--- src/rtl/file_reg_pkg.sv ---
// -----------------------------------------------------------------------------
// file_reg_pkg
//   Shared constants and types for the general-purpose register file.
//   FR_DATA_W / FR_ADDR_W / FR_DEPTH are the default geometry used by the
//   top-level parameters. fr_data_t / fr_addr_t are convenience types for
//   code that works with the default geometry.
// -----------------------------------------------------------------------------
package file_reg_pkg;

  localparam int FR_DATA_W = 8;
  localparam int FR_ADDR_W = 5;
  localparam int FR_DEPTH  = 32;

  typedef logic [FR_DATA_W-1:0] fr_data_t;
  typedef logic [FR_ADDR_W-1:0] fr_addr_t;

endpackage : file_reg_pkg

--- src/rtl/file_reg_rd_port.sv ---
// -----------------------------------------------------------------------------
// file_reg_rd_port
//   One combinational read port of the register file: a DEPTH:1 mux over the
//   storage array, returning zero for addresses at or above DEPTH, with an
//   optional write-first bypass of the write port.
//
// Ports
//   rst          in   asynchronous active-low reset (bypass is off while low)
//   WriteEnable  in   write strobe of the write port
//   WriteAddr    in   write address
//   WriteData    in   write data (bypass source)
//   regFile      in   storage array from the top module
//   ReadAddr     in   read address
//   ReadData     out  read data, combinational
// -----------------------------------------------------------------------------
module file_reg_rd_port
  import file_reg_pkg::*;
#(
  parameter int DATA_W    = FR_DATA_W,
  parameter int ADDR_W    = FR_ADDR_W,
  parameter int DEPTH     = FR_DEPTH,
  parameter int WR_BYPASS = 0
) (
  input  logic              rst,
  input  logic              WriteEnable,
  input  logic [ADDR_W-1:0] WriteAddr,
  input  logic [DATA_W-1:0] WriteData,
  input  logic [DATA_W-1:0] regFile [DEPTH],
  input  logic [ADDR_W-1:0] ReadAddr,
  output logic [DATA_W-1:0] ReadData
);

  logic [DATA_W-1:0] storedData;
  logic              bypassHit;

  // Explicit compare-per-entry mux: addresses with no matching entry
  // (ReadAddr >= DEPTH) fall through to the zero default.
  always_comb begin
    // NOTE: every variable assigned in always_comb gets a default first so
    // no path leaves it unassigned, which would infer a latch.
    storedData = '0;
    for (int i = 0; i < DEPTH; i++) begin
      if (ReadAddr == ADDR_W'(i)) begin
        storedData = regFile[i];
      end
    end
  end

  // Write-first forwarding. WR_BYPASS is a constant, so with it at 0 this
  // folds away and the port reads the old value until the write edge.
  assign bypassHit = (WR_BYPASS != 0) && rst && WriteEnable &&
                     (WriteAddr == ReadAddr);

  assign ReadData = bypassHit ? WriteData : storedData;

endmodule : file_reg_rd_port

--- src/rtl/file_reg.sv ---
// -----------------------------------------------------------------------------
// file_reg
//   General-purpose operand store: DEPTH registers of DATA_W bits, one
//   synchronous write port (writeback stage) and two independent
//   combinational read ports (operand fetch). Register 0 is an ordinary
//   writable register.
//
// Ports
//   clk          in   rising-edge clock for all state
//   rst          in   asynchronous active-low reset, clears every register
//   WriteEnable  in   write strobe, sampled on the rising clk edge
//   WriteAddr    in   write address (writes at or above DEPTH are dropped)
//   WriteData    in   write data
//   ReadAddr1    in   read port 1 address
//   ReadAddr2    in   read port 2 address
//   Data1        out  read port 1 data, combinational
//   Data2        out  read port 2 data, combinational
//
// Parameters
//   WR_BYPASS    0: same-cycle read of the write address returns the old
//                   value; 1: it returns WriteData (write-first).
// -----------------------------------------------------------------------------
module file_reg
  import file_reg_pkg::*;
#(
  parameter int DATA_W    = FR_DATA_W,
  parameter int ADDR_W    = FR_ADDR_W,
  parameter int DEPTH     = FR_DEPTH,
  parameter int WR_BYPASS = 0
) (
  input  logic              clk,
  input  logic              rst,
  input  logic              WriteEnable,
  input  logic [ADDR_W-1:0] WriteAddr,
  input  logic [DATA_W-1:0] WriteData,
  input  logic [ADDR_W-1:0] ReadAddr1,
  input  logic [ADDR_W-1:0] ReadAddr2,
  output logic [DATA_W-1:0] Data1,
  output logic [DATA_W-1:0] Data2
);

  logic [DATA_W-1:0] regFile [DEPTH];
  logic [DEPTH-1:0]  writeSel;

  // One-hot write decode. Addresses at or above DEPTH select nothing, so
  // such writes are dropped; an X address compares as unknown and selects
  // nothing either, keeping stored state clean.
  always_comb begin
    writeSel = '0;
    for (int i = 0; i < DEPTH; i++) begin
      writeSel[i] = WriteEnable && (WriteAddr == ADDR_W'(i));
    end
  end

  // NOTE: the array is reset because reads must return 0 for every entry
  // straight out of reset; this makes it a flop array rather than a RAM
  // macro, which is intended at this size.
  always_ff @(posedge clk or negedge rst) begin
    if (!rst) begin
      for (int i = 0; i < DEPTH; i++) begin
        regFile[i] <= '0;
      end
    end else begin
      for (int i = 0; i < DEPTH; i++) begin
        // NOTE: sequential state uses non-blocking assignment so every
        // register samples pre-edge values regardless of statement order.
        if (writeSel[i]) begin
          regFile[i] <= WriteData;
        end
      end
    end
  end

  file_reg_rd_port #(
    .DATA_W    (DATA_W),
    .ADDR_W    (ADDR_W),
    .DEPTH     (DEPTH),
    .WR_BYPASS (WR_BYPASS)
  ) u_rd_port1 (
    .rst         (rst),
    .WriteEnable (WriteEnable),
    .WriteAddr   (WriteAddr),
    .WriteData   (WriteData),
    .regFile     (regFile),
    .ReadAddr    (ReadAddr1),
    .ReadData    (Data1)
  );

  file_reg_rd_port #(
    .DATA_W    (DATA_W),
    .ADDR_W    (ADDR_W),
    .DEPTH     (DEPTH),
    .WR_BYPASS (WR_BYPASS)
  ) u_rd_port2 (
    .rst         (rst),
    .WriteEnable (WriteEnable),
    .WriteAddr   (WriteAddr),
    .WriteData   (WriteData),
    .regFile     (regFile),
    .ReadAddr    (ReadAddr2),
    .ReadData    (Data2)
  );

endmodule : file_reg

--- config.mk ---
export PLATFORM = sky130hd
export DESIGN_NAME = file_reg
export DESIGN_NICKNAME = d
export VERILOG_FILES = /design/src/rtl/file_reg_pkg.sv /design/src/rtl/file_reg_rd_port.sv /design/src/rtl/file_reg.sv
export SDC_FILE = /design/constraint.sdc
export NUM_CORES = 1
export LEC_CHECK = 0
export CORE_MARGIN = 1.5
export CORE_UTILIZATION = 45
export DETAILED_ROUTE_END_ITERATION = 12
export PLACE_DENSITY = 0.67
export SYNTH_ARGS = -nofsm -noshare
export SYNTH_HDL_FRONTEND = slang
export SYNTH_SLANG_ARGS = --single-unit
--- constraint.sdc ---
create_clock -name clk -period 2.3 [get_ports clk]
set_input_delay 0.46 -clock clk [delete_from_list [all_inputs] [get_ports clk]]
set_output_delay 0.46 -clock clk [all_outputs]
set_load 0.02 [all_outputs]
# Yosys cells after proc, flatten, opt, wreduce, memory -nomap -nowiden
# Index checks and enable logic that the tools add are counted.
# word_totals
reg_bits	256
inputBits	26
out_inout_bits	16
word_cells	224
# classes
eq_ne	93
n_mux	64
reduce_logical	35
# op_table
op	count
$mux 8	64
$eq 5x5->1 const B	48
$eq 5x4->1 const B	24
$eq 5x3->1 const B	12
$logic_and 1x1->1	32
$eq 5x2->1 const B	6
$eq 5x1->1 const B	3
$logic_not 5->1	3

# Depth between registers and ports, before layout
# Gate-level depths: netlist of run 1.
# logic_depth
depth_word	33
depth_mapped	10
depth_no_buf	7

# Cells and area by module
# Synthesis of run 1 repeated with hierarchy kept, for this count alone.
# unflattened
cells_unflattened	1618
area_unflattened_um2	16275.6
# by_module_without_submodules
mod	instances	cells_per_inst	area_per_inst_um2	seq_area_each_um2
file_reg	1	594	9719.3	6406.1
file_reg_rd_port	2	512	3278.1	0.0

# Least setup slack after synthesis of run 1
# Ideal clock, no wire load.
# synth_timing
path_type	input -> output
from	input ReadAddr1[0]
to	output Data1[2]
arrival_ns	2.274
t_required_ns	1.840
path_slack_ns	-0.434
cell_stages	7
path_buffers	5
path_cell_list	buf_4 > buf_4 > buf_4 > buf_2 > buf_2 > mux2i_1 > o311ai_0
# synth_via
elab_chain_cells	33
word_cells_on_any_way	64
cone_classes	eq/ne (31); mux (32); reduce/logical (1)
# synth_rtl
element	line	text
start: declaration	file_reg.sv:36	input logic [ADDR_W-1:0] ReadAddr1,
$logic_not 5->1	file_reg_rd_port.sv:43	if (ReadAddr == ADDR_W'(i)) begin
$mux 8 (31 in series)	file_reg_rd_port.sv:43	
$mux 8 *	file_reg_rd_port.sv:43	
end: declaration	file_reg.sv:38	output logic [DATA_W-1:0] Data1,
# Every way passes the cells marked *; elsewhere a longest branch is shown, timed or not.

# Worst setup path in the final report of run 1
# layout_timing
from	register regFile[200] (netlist bit)
to	output Data1[0]
# layout_via
elab_chain_cells	26
# layout_rtl
element	line	text
start: declaration	file_reg.sv:42	logic [DATA_W-1:0] regFile [DEPTH];
start signal: indexed assignment	file_reg.sv:68	regFile[i] <= WriteData;
$mux 8 (26 in series)	file_reg_rd_port.sv:43	
# Every way passes these cells.

==> results.toml, run 1 <==
[sta]
fin_setup_tns_ns = -10.27
period_share_pct = 141
layout_setup_ws_ns = -0.934
finalHoldViolations = 0
rsz0062_at_grt = "true"
finalCriticalPeriod_ns = 3.23
worst-slew-pin-transition_ns = 0.628
finClkSkew_ns = 0
slew-limit-headroom_pct = 58.0
fmax_mhz = 309
report.final.slew_viol_count = 0
final-setup-viol-count = 16

[logic_synthesis]
synth_cell_type_count = 82
synth_nets = 1651
ys_seq_elements = 256
ys.flop_type = "dfrtp_1"
synthTopCellsByCount = "mux2_2, dfrtp_1, o21ai_0"
yosysMostFrequentCell = "mux2_2"
ys_seq_area_share_pct = 39.6
synth_top_area_cell = "dfrtp_1"
async_flop_share_pct = 100
syn_area_um2 = 16200
yosys_warnings = 0
avgSynthCellArea_um2 = 9.95
syn-instance-count = 1625
synthTopCellsByArea = "dfrtp_1, mux2_2, o21ai_0, a21oi_1, mux2i_1"
synth_top_area_share_pct = 39.6
synth_edf_count = 0

[route]
vias = 17600
post_drt_wl_per_cell_um = 31.5
post-route-drc-count = 0
vias_per_cell = 6.54
drtPass1Iterations = 5
drt.antenna.violating_nets = 0
drt_wl_total_um = 84700
drtIter0Drc = 2158

[die]
die_area_um2 = 37100
fp-row-count = 69
pin_count = 42
start_util_pct = 45.6
die-width_um = 193
die_y_um = 193
coreArea_um2 = 35500

[critical_path]
start_kind = "flip-flop"
critPathArrivalTime_ns = 2.77
slowest_delay_ns = 0.57
cpMostUsedCell = "buf_4"
endpoint_kind = "output pin"
reg2reg_depth = 3
regToRegEndpoint = "regFile[143]$_DFFE_PN0P_"
timing.rr.start = "regFile[143]$_DFFE_PN0P_"
critical_path.cell_chain = "buf_4 > mux2i_4 > o22ai_2 > a32oi_1 > a22oi_2 > o211ai_1 > a31oi_2 > buf_4"
crit_type = "flip-flop to output pin"
rrSetupSlack_ns = 1.26
cpMaxStageDelayCell = "o211ai_1"
required_ns = 1.84
crit_fanout = 2

[layout]
layout.nets = 2233
syn_to_final_growth_pct = 50.6
final_util_pct = 68.6
largest_register_ffs = 256
drive_above_1_share_pct = 54.7
top_regs = "regFile (256)"
antenna_cells = 0
fillers = 2811
finalInstanceArea_um2 = 24400
final_cell_count_no_fill = 2692
regMostFlops = "regFile"

[pwr]
ir_worst_vdd_v = 0.000832
p_per_area_nw_per_um2 = 705
p_leak_nw = 10.9

[global_routing]
grt_pass1_vias = 17500
overflow = 0
grtUsageTotal_pct = 45.9
grt_pass1_wl_um = 121000
grt_max_degree = 63
antenna_found_initial = 2

[place]
place_ws_ns = -1.83
dpl-instance-area_um2 = 21600
io_buffers = 41
place.gp.congestion = 1.04
dp.final_hpwl_um = 62900
dp.cells = 2583

[run_status]
failed_checks = "setup timing"
status = "finished, violations left"

[clock_tree]
clockBufferDepth = 3
path_clk_slew_ns = 0.06
cts_tree = "built"
cts_root_buffer = "clkbuf_16"
numClockSinks = 256
clock_latency_ns = 0.59
cts_made_buffers = 30
htree_num_levels = 1

[run]
cap_violations = 0

[worst_hold_path]
worst_hold_path_type = "input pin to async pin"
==> kinds of logic after synthesis <==
logic type,after synthesis,synth area share (%)
AO/OA/AOI/OAI,481,19.1
buffers and inverters,161,5.06
AND/OR/NAND/NOR,395,12.6
multiplexers,332,23.6
flip-flops,256,39.6
==> how the worst max path moves through the flow <==
| stage | start | endpoint | cells past startpoint |
|---|---|---|---|
| after floorplan | ReadAddr2[3] | Data2[2] | 8 |
| after global routing | regFile[248]$_DFFE_PN0P_ | Data1[0] | 9 |
| after CTS | regFile[248]$_DFFE_PN0P_ | Data1[0] | 9 |
| after detailed placement | ReadAddr1[3] | Data1[0] | 10 |
| after global placement | ReadAddr1[3] | Data1[0] | 10 |
| final | regFile[200]$_DFFE_PN0P_ | Data1[0] | 8 |
==> where the power goes <==
part,leakage (nW),internal (mW),switching (mW)
Combinational,7.12,2.79,2.58
Clock,0.561,3.47,2.10
Sequential,3.26,5.39,0.844
Total,10.9,11.6,5.53
==> placed cells by master (no fill, tap or decap), types with 14 or more instances in the layout <==
cell             netlist  layout
buf_4                 21     557
mux2_2               268     266
dfrtp_1              256     253
nand2_1              101      89
o21ai_0              126      87
nor2_1                96      87
a21oi_1              104      85
buf_6                  8      59
mux2i_1               52      46
buf_12                 0      43
o22ai_1               39      34
clkbuf_16              0      31
o21ai_1                7      29
nand3_1               35      29
nor3_1                29      23
nand2b_1              26      19
a22oi_1               27      19
nor2b_1               23      18
a21oi_2                0      16
inv_1                 18      15
a31oi_1               21      15
clkdlybuf4s50_1        0      14
==> critical path, delay by kind of cell (launching register included) <==
| kind | cells | cell delay (ns) |
|---|---|---|
| AOI/OAI and AO/OA | 5 | 1.21 |
| buffers and inverters | 2 | 0.36 |
| DFF | 1 | 0.43 |
| muxes | 1 | 0.18 |
==> stage by stage <==
step | hold slack [ns] | power [mW]
6_report | 0.407 | 17.2
5_1_grt | 0.474 | 17.6
4_1_cts | 0.422 | 16.9
3_5_place_dp | 0.453 | 11.0
3_3_place_gp | 0.450 | 10.9
2_1_floorplan | 0.164 | 8.11
==> per-layer routing <==
layer | part of all wire (%) | GRT usage, %
met5 | 0.026 | 0
met2 | 43 | 68.9
met1 | 40 | 61.4
met3 | 11 | 12.1
met4 | 6.2 | 22.3
==> cell type report <==
| cell class | count | area, um2 | share of cell area (%) |
|---|---|---|---|
| multi-input combinational | 1208 | 10000 | 41.1 |
| tap | 461 | 577 | 2.37 |
| sequential | 256 | 6410 | 26.3 |
| inverter | 21 | 90.1 | 0.370 |
| clock buffer | 45 | 938 | 3.85 |
| timing repair buffer | 690 | 6120 | 25.1 |
| clock inverter | 11 | 210 | 0.863 |
==> what timing repair did <==
action	CTS	global route
setup endpoints to repair	16	16
hold buffers	1	0
pin swaps	91	37
setup buffers	44	13
gates resized for setup	333	69
endpoints found under the hold margin	54	0
gates cloned	4	1
(Power assumes the default switching activity.)
==> run 2: changes to the inputs <==
--- a/config.mk
+++ b/config.mk
@@ -5,7 +5,7 @@
 export SDC_FILE = /design/constraint.sdc
 export NUM_CORES = 1
 export LEC_CHECK = 0
-export CORE_MARGIN = 1.5
+export CORE_MARGIN = 2
 export CORE_UTILIZATION = 45
 export DETAILED_ROUTE_END_ITERATION = 12
 export PLACE_DENSITY = 0.67
==> run 2 against run 1 <==
Effect of this change:
- the flow still finishes with violations (setup timing)
- final cell count shrank 1.3%
- sequential power is essentially flat
- hold slack lost 0.051 ns
- largest power group unchanged
- critical path type unchanged
- setup slack gained 0.16 ns
- combinational power shrank 2%
==> results.toml, run 2 (synthesis gave the netlist of run 1 again) <==
[layout]
layout_common_cells = "buf_4, mux2_2, dfrtp_1"
largest_register_ffs = 256
drive_above_1_share_pct = 54.1
regMostFlops = "regFile"
syn_to_final_growth_pct = 49.5
layout.nets = 2198
multi_input_area_um2 = 10100
fillers = 2803
regArea_um2 = 6410
final_util_pct = 68.1
top_regs = "regFile (256)"
final_common_cell = "buf_4"

[clock_tree]
cts_tree = "built"
cts_root_buffer = "clkbuf_16"
clock_latency_ns = 0.58
cts_made_buffers = 30
path_clk_slew_ns = 0.06
numClockSinks = 256
htree_num_levels = 1
clockBufferDepth = 3

[route]
drt.antenna.violating_nets = 0
drt-met1-wl_um = 33000
drt_wl_total_um = 83600
post_drt_wl_per_cell_um = 31.5
drtIter0Drc = 2463
vias_per_cell = 6.60
routed.top_layer = "met4"
vias = 17500
wl_met2_um = 34900
drtPass1Iterations = 6
post-route-drc-count = 0
wl_met3_um = 10900

[global_routing]
grt_pass1_vias = 17100
grt_max_degree = 57
grtUsageTotal_pct = 43.4
overflow = 0
antenna_found_initial = 3
grt_pass1_wl_um = 120000

[sta]
layout_setup_ws_ns = -0.770
fin_setup_tns_ns = -10.14
final-setup-viol-count = 16
worst-slew-pin-transition_ns = 0.693
report.final.slew_viol_count = 0
period_share_pct = 133
finalHoldViolations = 0
rsz0062_at_grt = "true"
finClkSkew_ns = 0
finalCriticalPeriod_ns = 3.07
slew-limit-headroom_pct = 53.2
fmax_mhz = 326

[pwr]
p_per_area_nw_per_um2 = 694
p_leak_nw = 10.8
ir_worst_vdd_v = 0.000781

[die]
start_util_pct = 45.6
coreArea_um2 = 35500
die_area_um2 = 37500
die_y_um = 194
fp-row-count = 69
pin_count = 42
die-width_um = 194

[run_status]
failed_checks = "setup timing"
status = "finished, violations left"

[critical_path]
required_ns = 1.84
crit_type = "flip-flop to output pin"
critPathArrivalTime_ns = 2.61
endpoint_kind = "output pin"
crit_fanout = 3
start_kind = "flip-flop"

[place]
dp.final_hpwl_um = 61900
io_buffers = 41
place.gp.congestion = 1.14

[worst_hold_path]
worst_hold_path_type = "input pin to async pin"

[run]
cap_violations = 0
run 2: cell count changes in the layout (fill, tap and decap cells not counted), sizes merged:
cell,delta
clkbuf,+2
diode,+2
clkinv,+2
buf,-37
bufinv,-2
bufbuf,-1
run 2: power breakdown:
part           internal (mW)  total, mW  switching, mW
combinational           2.73       5.28           2.55
sequential              5.39       6.26          0.864
clock                   3.19       5.26           2.07
total                   11.3       16.8           5.48
run 2: what timing repair did:
action / in CTS / in global routing
setup endpoints to repair: 16 / 16
gates cloned: 4 / 3
buffers inserted: 21 / 28
endpoints found under the hold margin: 37 / 0
pin swaps: 69 / 65
resized for setup: 271 / 134
hold buffers: 1 / 0
run 2: worst paths after layout:
check	start	end	slack, ns	cells past startpoint
worst max-delay path	regFile[240]$_DFFE_PN0P_	Data2[0]	-0.77	9
worst min-delay path	rst	regFile[173]$_DFFE_PN0P_	0.36	2
worst max register to register	regFile[112]$_DFFE_PN0P_	regFile[112]$_DFFE_PN0P_	1.22	3
worst min register to register	regFile[232]$_DFFE_PN0P_	regFile[232]$_DFFE_PN0P_	0.53	1
max in group asynchronous	rst	regFile[55]$_DFFE_PN0P_	1.20	3
min in group clk	regFile[232]$_DFFE_PN0P_	regFile[232]$_DFFE_PN0P_	0.53	1
run 2: stage by stage:
stage | cells | instance area, um2 | power [mW] | setup WS, ns | hold WS, ns
2_1_floorplan | 1625 | 16500 | 8.11 | -0.0698 | 0.164
3_3_place_gp | 2550 | 21400 | 10.8 | -1.60 | 0.397
3_5_place_dp | 2550 | 21400 | 10.9 | -1.61 | 0.393
4_1_cts | 2627 | 23400 | 16.4 | -0.740 | 0.369
5_1_grt | 2656 | 24200 | 17.3 | -0.833 | 0.401
6_report | 2658 | 24200 | 16.8 | -0.770 | 0.355
run 2: metal layers:
metal  global-route usage [%]  vias to the layer above
met5                        0                        -
met4                     19.3                        0
met3                     11.8                      301
met2                     62.9                     1305
met1                     60.6                     8690
li1                         -                     7236
run 2: worst max-delay path: stages (launching register included):
cell and delay, ns:
dfrtp_1 0.40, buf_4 0.15, a21o_1 0.16, a32o_1 0.22, a32oi_2 0.31, a211oi_4 0.09, o31ai_4 0.26, buf_6 0.16
o221ai_2 0.08, buf_4 0.19
run 2: final cells by class:
type / instances / area share [%]
multi-input cells: 1208 / 41.8
flip-flops and latches: 256 / 26.5
repair buffers: 655 / 24.5
clock buffers: 44 / 3.78
well taps: 461 / 2.39
clock inverters: 11 / 0.693
inverters: 21 / 0.347
diodes: 2 / 0.0207
==> run 3: changes to the inputs <==
--- a/config.mk
+++ b/config.mk
@@ -6,9 +6,9 @@
 export NUM_CORES = 1
 export LEC_CHECK = 0
 export CORE_MARGIN = 2
-export CORE_UTILIZATION = 45
+export CORE_UTILIZATION = 50
 export DETAILED_ROUTE_END_ITERATION = 12
-export PLACE_DENSITY = 0.67
+export PLACE_DENSITY = 0.75
 export SYNTH_ARGS = -nofsm -noshare
 export SYNTH_HDL_FRONTEND = slang
 export SYNTH_SLANG_ARGS = --single-unit
==> run 3 against run 2 <==
Effect of this change:
- the flow still finishes with violations (setup timing)
- wire length increased by 0.78%
- maximum frequency decreased by 4.1%
- largest power group unchanged
- sequential share of layout area increased by 0.12 points
- hold slack improved by 0.059 ns
- count of clock-buffer cells in the layout decreased by 4
- die area decreased by 9.8%
- largest cell class unchanged
==> results.toml, run 3 (synthesis gave the netlist of run 1 again) <==
[place]
place_ws_ns = -1.68
dp.final_hpwl_um = 61000
place.gp.congestion = 1.08
io_buffers = 41

[clock_tree]
clockBufferDepth = 3
cts_root_buffer = "clkbuf_16"
cts_tree = "built"
path_clk_slew_ns = 0.06
numClockSinks = 256
clock_latency_ns = 0.58
cts_made_buffers = 29
htree_num_levels = 1

[sta]
slew-limit-headroom_pct = 61.4
finClkSkew_ns = 0
rsz0062_at_grt = "true"
period_share_pct = 139
finalHoldViolations = 0
layout_setup_ws_ns = -0.903
worst-slew-pin-transition_ns = 0.572
fmax_mhz = 312
fin_setup_tns_ns = -10.27
final-setup-viol-count = 16
finalCriticalPeriod_ns = 3.20
whs_ns = 0.414
report.final.slew_viol_count = 0

[critical_path]
timing.rr.start = "regFile[144]$_DFFE_PN0P_"
endpoint_kind = "output pin"
required_ns = 1.84
reg2reg_depth = 2
start_kind = "input pin"
crit_fanout = 3
regToRegEndpoint = "regFile[144]$_DFFE_PN0P_"
rrSetupSlack_ns = 1.27
crit_type = "input pin to output pin"
critPathArrivalTime_ns = 2.74

[die]
coreArea_um2 = 31700
die-width_um = 184
die_area_um2 = 33800
fp-row-count = 65
die_y_um = 184
pin_count = 42
start_util_pct = 51.0

[route]
post_drt_wl_per_cell_um = 32.4
vias_per_cell = 6.89
drtPass1Iterations = 8
post-route-drc-count = 0
drt.antenna.violating_nets = 0
drtIter0Drc = 2908
drt_wl_total_um = 84300
vias = 17900

[layout]
antenna_cells = 0
drive_above_1_share_pct = 54.1
regMostFlops = "regFile"
top_regs = "regFile (256)"
final_util_pct = 75.9
largest_register_ffs = 256
layout_common_cells = "buf_4, mux2_2, dfrtp_1"
final_common_cell = "buf_4"
syn_to_final_growth_pct = 48.8
layout.nets = 2207

[run_status]
failed_checks = "setup timing"
status = "finished, violations left"

[global_routing]
grtUsageTotal_pct = 49.5
grt_max_degree = 50
grt_pass1_vias = 17700
overflow = 0
antenna_found_initial = 1
grt_pass1_wl_um = 120000

[pwr]
p_leak_nw = 10.8
ir_worst_vdd_v = 0.000677
p_total_mw = 16.7
p_per_area_nw_per_um2 = 694

[run]
cap_violations = 0

[worst_hold_path]
worst_hold_path_type = "input pin to async pin"
[run 3: cell count changes in the layout (fill, tap and decap cells not counted), moves of 5 or more]
cell / previous run / this run
buf_6: 44 / 58
buf_8: 7 / 2
clkbuf_16: 34 / 29
nand2_1: 89 / 84
nor2_1: 90 / 83
o21ai_0: 85 / 97
o21ai_1: 27 / 21
[run 3: worst max path at each step]
stage                                   startpoint        to  slack (ns)  cells after the start
after floorplan                       ReadAddr2[3]  Data2[2]       -0.07                      8
after global placement                ReadAddr1[3]  Data1[7]       -1.73                     10
after detailed placement              ReadAddr1[4]  Data1[7]       -1.68                     12
after CTS                 regFile[231]$_DFFE_PN0P_  Data1[7]       -0.75                      9
after global routing                  ReadAddr2[3]  Data2[1]       -0.86                     12
final                                 ReadAddr2[3]  Data2[1]       -0.90                     12
[run 3: metrics by stage]
stage | cell area [um2] | cells
2_1_floorplan | 16500 | 1625
3_3_place_gp | 21400 | 2505
3_5_place_dp | 21400 | 2505
4_1_cts | 23700 | 2592
5_1_grt | 24100 | 2602
6_report | 24100 | 2602
[run 3: layout make-up]
cell class	instances	area [um2]
fill	2138	7650
sequential	256	6410
tap	402	503
inverter	21	92.6
clock buffer	40	827
clock inverter	10	156
timing repair buffer	665	5990
multi-input combinational	1208	10100
[run 3: repair_timing]
| action | in CTS | in global routing |
|---|---|---|
| endpoints found under the setup margin | 16 | 16 |
| resized for setup | 338 | 63 |
| setup buffers | 35 | 15 |
| endpoints found under the hold margin | 35 | 0 |
| pin swaps | 92 | 56 |
| gates cloned | 5 | 0 |
| hold buffers | 1 | 0 |
[run 3: worst max-delay path, stage by stage]
cell       delay (ns)
buf_12           0.11
buf_16           0.12
buf_12           0.11
nor4b_4          0.28
buf_4            0.18
o21ai_2          0.06
a22oi_2          0.37
o221ai_4         0.23
nand4_1          0.25
o2111ai_4        0.16
o211ai_1         0.19
buf_4            0.22
[run 3: where the power goes]
part / switching (mW) / internal [mW] / leakage (nW)
sequential: 0.926 / 5.39 / 3.26
clock: 2.00 / 2.93 / 0.483
combinational: 2.67 / 2.79 / 7.08
total: 5.60 / 11.1 / 10.8
[run 3: metal layers]
layer | wire (um) | global-route usage (%)
met5 | 0 | 0
met1 | 31100 | 63.8
met3 | 12000 | 18.4
met4 | 6670 | 28.7
met2 | 34500 | 71.2
